## src/rtl/pipe_pkg.sv

```systemverilog
// Shared pipeline-control types: sequencer state encoding, register index
// width and the five-bit control-output bundle used by hazard_sequencer.
package pipe_pkg;

   localparam int REG_W = 5;
   localparam logic [REG_W-1:0] ZERO_REG = '0;

   typedef enum logic [1:0] {
      RUN     = 2'd0,
      LDSTALL = 2'd1,
      FLUSH   = 2'd2
   } seq_state_e;

   // Field order fixes the bit order of the ctrl_t constants below.
   typedef struct packed {
      logic stall_mux;
      logic pc_write;
      logic if_id_write;
      logic if_id_flush;
      logic id_ex_flush;
   } ctrl_t;

   localparam ctrl_t CTRL_RUN      = ctrl_t'(5'b11100);
   localparam ctrl_t CTRL_STALL    = ctrl_t'(5'b00000);
   localparam ctrl_t CTRL_REDIRECT = ctrl_t'(5'b01011);
   localparam ctrl_t CTRL_FLUSH    = ctrl_t'(5'b01110);
   localparam ctrl_t CTRL_RESET    = ctrl_t'(5'b00011);

   function automatic logic [31:0] sat_inc(input logic [31:0] v, input logic en);
      return (en && (v != 32'hFFFF_FFFF)) ? v + 32'd1 : v;
   endfunction

endpackage

```

## src/rtl/hazard_detect.sv

```systemverilog
// Load-use hazard compare between the load in EX and the instruction in ID.
module hazard_detect
   import pipe_pkg::*;
(
   input  logic             ex_mem_read,
   input  logic [REG_W-1:0] ex_rt,
   input  logic [REG_W-1:0] id_rs,
   input  logic [REG_W-1:0] id_rt,
   input  logic             id_uses_rt,
   output logic             hazard
);

   // A load into $0 writes nothing, so it can never create a dependency.
   assign hazard = ex_mem_read && (ex_rt != ZERO_REG) &&
                   ((ex_rt == id_rs) || (id_uses_rt && (ex_rt == id_rt)));

endmodule

```

## src/rtl/hazard_sequencer.sv

```systemverilog
// Stall/flush sequencer for the 5-stage core. Defining HAZARD_STATS_EN adds
// saturating stall/flush/bubble event counters as extra outputs.
module hazard_sequencer
   import pipe_pkg::*;
#(
   parameter int LOAD_USE_CYCLES = 1,
   parameter int FLUSH_CYCLES    = 1,
   parameter int CNT_W           = 2
) (
   input  logic             clk,
   input  logic             reset,
   input  logic [REG_W-1:0] id_rs,
   input  logic [REG_W-1:0] id_rt,
   input  logic             id_uses_rt,
   input  logic             ex_mem_read,
   input  logic [REG_W-1:0] ex_rt,
   input  logic             redirect,
   output logic             stall_mux,
   output logic             pc_write,
   output logic             if_id_write,
   output logic             if_id_flush,
   output logic             id_ex_flush
`ifdef HAZARD_STATS_EN
   ,
   output logic [31:0]      stall_count,
   output logic [31:0]      flush_count,
   output logic [31:0]      bubble_count
`endif
);

   localparam logic [CNT_W-1:0] FL_RELOAD =
      (FLUSH_CYCLES > 0) ? CNT_W'(FLUSH_CYCLES - 1) : '0;
   localparam logic [CNT_W-1:0] LU_RELOAD =
      (LOAD_USE_CYCLES > 1) ? CNT_W'(LOAD_USE_CYCLES - 2) : '0;

   seq_state_e       state_q, state_d;
   logic [CNT_W-1:0] cnt_q, cnt_d;
   logic             hazard;
   ctrl_t            ctrl;

   hazard_detect u_detect (
      .ex_mem_read (ex_mem_read),
      .ex_rt       (ex_rt),
      .id_rs       (id_rs),
      .id_rt       (id_rt),
      .id_uses_rt  (id_uses_rt),
      .hazard      (hazard)
   );

   always_comb begin
      state_d = state_q;
      cnt_d   = cnt_q;
      ctrl    = CTRL_RUN;
      // A redirect wins in every state: it aborts a stall and restarts a flush.
      if (redirect) begin
         ctrl = CTRL_REDIRECT;
         if (FLUSH_CYCLES > 0) begin
            state_d = FLUSH;
            cnt_d   = FL_RELOAD;
         end else begin
            state_d = RUN;
            cnt_d   = '0;
         end
      end else begin
         case (state_q)
            RUN: begin
               if (hazard) begin
                  ctrl = CTRL_STALL;
                  if (LOAD_USE_CYCLES > 1) begin
                     state_d = LDSTALL;
                     cnt_d   = LU_RELOAD;
                  end
               end
            end
            LDSTALL: begin
               ctrl = CTRL_STALL;
               if (cnt_q == '0) state_d = RUN;
               else             cnt_d   = cnt_q - CNT_W'(1);
            end
            FLUSH: begin
               ctrl = CTRL_FLUSH;
               if (cnt_q == '0) state_d = RUN;
               else             cnt_d   = cnt_q - CNT_W'(1);
            end
            default: begin
               state_d = RUN;
               cnt_d   = '0;
            end
         endcase
      end
      if (reset) ctrl = CTRL_RESET;
   end

   always_ff @(posedge clk) begin
      if (reset) begin
         state_q <= RUN;
         cnt_q   <= '0;
      end else begin
         state_q <= state_d;
         cnt_q   <= cnt_d;
      end
   end

   assign stall_mux   = ctrl.stall_mux;
   assign pc_write    = ctrl.pc_write;
   assign if_id_write = ctrl.if_id_write;
   assign if_id_flush = ctrl.if_id_flush;
   assign id_ex_flush = ctrl.id_ex_flush;

`ifdef HAZARD_STATS_EN
   logic [31:0] stall_cnt_q, stall_cnt_d;
   logic [31:0] flush_cnt_q, flush_cnt_d;
   logic [31:0] bubble_cnt_q, bubble_cnt_d;

   // Stall and redirect cycles have unique output patterns; reset's pattern differs from both.
   always_comb begin
      stall_cnt_d  = sat_inc(stall_cnt_q, ctrl == CTRL_STALL);
      flush_cnt_d  = sat_inc(flush_cnt_q, ctrl == CTRL_REDIRECT);
      bubble_cnt_d = sat_inc(bubble_cnt_q, !ctrl.stall_mux && !reset);
   end

   always_ff @(posedge clk) begin
      if (reset) begin
         stall_cnt_q  <= '0;
         flush_cnt_q  <= '0;
         bubble_cnt_q <= '0;
      end else begin
         stall_cnt_q  <= stall_cnt_d;
         flush_cnt_q  <= flush_cnt_d;
         bubble_cnt_q <= bubble_cnt_d;
      end
   end

   assign stall_count  = stall_cnt_q;
   assign flush_count  = flush_cnt_q;
   assign bubble_count = bubble_cnt_q;
`endif

endmodule

```

## config.mk

```make
export PLATFORM = sky130hd
export DESIGN_NAME = hazard_sequencer
export DESIGN_NICKNAME = d
export VERILOG_FILES = /design/src/rtl/pipe_pkg.sv /design/src/rtl/hazard_detect.sv /design/src/rtl/hazard_sequencer.sv
export SDC_FILE = /design/constraint.sdc
export NUM_CORES = 1
export LEC_CHECK = 0
export ABC_AREA = 1
export CAP_MARGIN = 25
export CORE_AREA = 8 8 45 47
export CTS_CLUSTER_DIAMETER = 200
export DETAILED_ROUTE_END_ITERATION = 10
export DIE_AREA = 0 0 53 55
export PLACE_DENSITY = 0.79
export SLEW_MARGIN = 10
export SYNTH_ARGS = -nofsm -noshare
export SYNTH_HDL_FRONTEND = slang
export SYNTH_SLANG_ARGS = --single-unit
export TNS_END_PERCENT = 1
```

## constraint.sdc

```tcl
create_clock -name clk -period 1 [get_ports clk]
set_input_delay 0.2 -clock clk [delete_from_list [all_inputs] [get_ports clk]]
set_output_delay 0.2 -clock clk [all_outputs]
set_load 0.01 [all_outputs]
```

==> metrics.md <==
| Metric | Value |
|---|---|
| Ant diodes | `0` |
| Lkg Pwr | `0.441 nW` |
| Total GRT Usage | `10.2%` |
| M1 wire length | `524 µm` |
| Die Wd | `53 µm` |
| Worst Hold Class | `input pin to flop` |
| Worst Skew | `4.69 ps` |
| Fin crit share | `123%` |
| CP Capture Type | `output pin` |
| Sequential area share after synthesis | `between 10% and 20%` |
| Clk slew on worst S/H paths | `40 ps` |
| Drt pass-1 iters | `2` |
| Worst slew margin | `88.6%` |
| Share of the synthesized area in the top cell type | `28.9%` |
| Worst setup margin | `-229 ps` |
| Syn Nets | `101` |
| Final hold vios | `0` |
| Fmax | `0.814 GHz` |
| Initial antenna violation count | `0` |
| Max-cap violation count | `0` |
| Dpl hpwl | `980 µm` |
| Worst slack, placed | `-1030 ps` |
| Largest net degree at the start of global routing | `5` |
| FF+latch count, synth | `3` |
| CP Data Required Time | `around 800 ps` |
| Synth Warn # | `0` |
| Drt drc | `0` |
| Worst vdd ir | `0.558 mV` |
| Worst-margin pin slew | `169 ps` |
| Die footprint | `2920 µm²` |
| Total number of vias | `558` |
| Run status | `finished, violations left` |
| Die Span Y | `55 µm` |
| H-tree depth | `1` |
| Final RePlAce weighted congestion | `0.727` |
| WL/cell | `9.76 µm` |
| First-pass GRT wire length | `2240 µm` |
| Ports | `25` |
| CTS Root Cell | `clkbuf_4` |
| CP max stage delay | `150 ps` |
| WS Path Type | `input pin to output pin` |
| Synthesized cell area | `389 µm²` |
| Failing checks | `negative setup slack` |
| CTS Buf Count | `3` |
| CORE AREA | `approximately 1400 µm²` |
| Drt total wl | `1300 µm` |
| Grt total ovfl | `0` |
| DR iter-0 viols | `1` |
| Vias in the first global route | `between 500 and 600` |
| Site Rows | `14` |
| Layout cells sized above 1 | `a little under half` |
| Slowest cell on crit path | `buf_2` |
| Initial core utilization | `between 20% and 30%` |
| Max Used Layer | `met4` |
| CP delay by family, top | `buffers and inverters` |
| # fillers | `roughly 150` |
| Crit path time final | `1230 ps` |
| Count of different cell masters after synthesis | `13` |
| Final setup violating endpoints | `4` |
| Met3 Routed Length | `70 µm` |
| Post-route ant nets | `0` |
| Largest cells by area after synthesis | `nand2_1 29%, inv_1 17%, dfxtp_1 15%, nor2_1 8.7%, inv_2 5.8%` |
| P&R area growth vs syn | `92.9%` |
| Vias per cell | `around 4.2` |
| Pins over their slew limit | `0` |
| Met2 WL post-DR | `676 µm` |
| Buf/Inv on CP | `4` |
| Syn Area/Cell | `4.86 µm²` |
| RSZ-0062 raised after global routing | `true` |
| Largest fanout on the critical path | `3` |
| # port buffers | `24` |
| Cells after Synth | `80` |
| CTS tree | `built` |
| CP Cell Sequence | `buf_2, inv_2, nand2_1, nand2_1, nor2_1, nand3_1, nand2_2, buf_4, a21oi_2, buf_2` |
| Pwr/cell area | `760 nW/µm²` |
| CTS Sinks | `3` |
| Layout Nets | `about 140` |
| Setup TNS | `-810 ps` |
| Worst-skew pair later-pin latency | `240 ps` |
| Clock buffer depth | `2` |
| CP startpoint kind | `input pin` |
| CP arrival | `1030 ps` |
| Synth area leader | `nand2_1` |
==> final timing paths <==
kind              start          to  slack, ps  cells after the start
max            id_rt[0]   stall_mux       -230                     10
min               reset  state_q[1]        260                      3
max reg2reg  state_q[1]    cnt_q[0]          0                      6
min reg2reg    cnt_q[1]    cnt_q[1]        480                      2
==> final cells by class <==
cell class	count	area (µm²)	share of cell area [%]
multi-input combinational	53	283	37.7
timing repair buffer	33	263	35.0
inverter	24	97.6	13.0
sequential	3	61.3	8.17
clock buffer	4	26.3	3.50
tap	16	20.0	2.67
==> worst min-delay path, delay by kind of cell <==
family / cells / cell delay (ps)
compound gates: 1 / 30
buf+inv: 2 / 220
==> through the flow <==
stage	cell area (µm²)	power, W	hold slack (ps)	instances	utilization, %
after floorplan	392	0.000208	269	80	-
after detailed placement	712	0.000345	483	128	51.4
after global placement	712	0.000343	479	128	51.4
final	751	0.000570	257	133	54.2
after global routing	751	0.000621	261	133	54.2
after CTS	704	0.000563	249	133	50.9
==> timing repair <==
action,in CTS,in global routing
setup buffers,1,0
gates resized for setup,105,16
endpoints found under the setup margin,8,7
hold buffers,0,0
pin swaps,28,11
==> layout by cell type, fill, tap and decap left out, types with 2 or more instances in the layout <==
cell       n
a21oi_1    2
buf_2     12
buf_4      9
buf_6      9
clkbuf_4   3
dfxtp_1    2
inv_1     13
inv_2      8
inv_4      3
nand2_1   28
nand2_2    3
nand3_1    4
nor2_1     7
nor2_4     2
o21ai_1    2
==> registers in the layout (all words and copies together) (netlist names) <==
register  count
cnt_q         2
state_q       1
==> power by group <==
part / leakage, nW / internal [W] / switching [W]
clock: 0.0150 / 0.000150 / 0.0000736
sequential: 0.0250 / 0.000123 / 0.00000107
combinational: 0.401 / 0.000120 / 0.000103
total: 0.441 / 0.000392 / 0.000178
==> cells by family (layout without fill, tap and decap cells) <==
| kind of cell | after synthesis | count (layout) | share of synthesized area [%] |
|---|---|---|---|
| simple gates | 45 | 45 | 47.6 |
| buf+inv | 24 | 61 | 23.1 |
| compound gates | 6 | 6 | 8.36 |
| flops | 3 | 3 | 15.4 |
| fa+ha+maj | 1 | 1 | 3.21 |
| xor+xnor | 1 | 1 | 2.25 |
==> cells in the mapped netlist <==
cell type	count
a21oi_1	3
o21ai_1	2
nand2_2	1
nand4_2	1
a211oi_1	1
inv_1	18
nand3_1	4
nand2_1	30
inv_2	6
nor2_1	9
dfxtp_1	3
xnor2_1	1
ha_1	1
==> layer usage <==
metal	up-vias	track usage, %
li1	307	-
met1	228	11.2
met2	19	16.6
met3	4	3.48
met4	0	6.03
met5	-	0
Note: power is estimated with default switching activity, not from simulation.
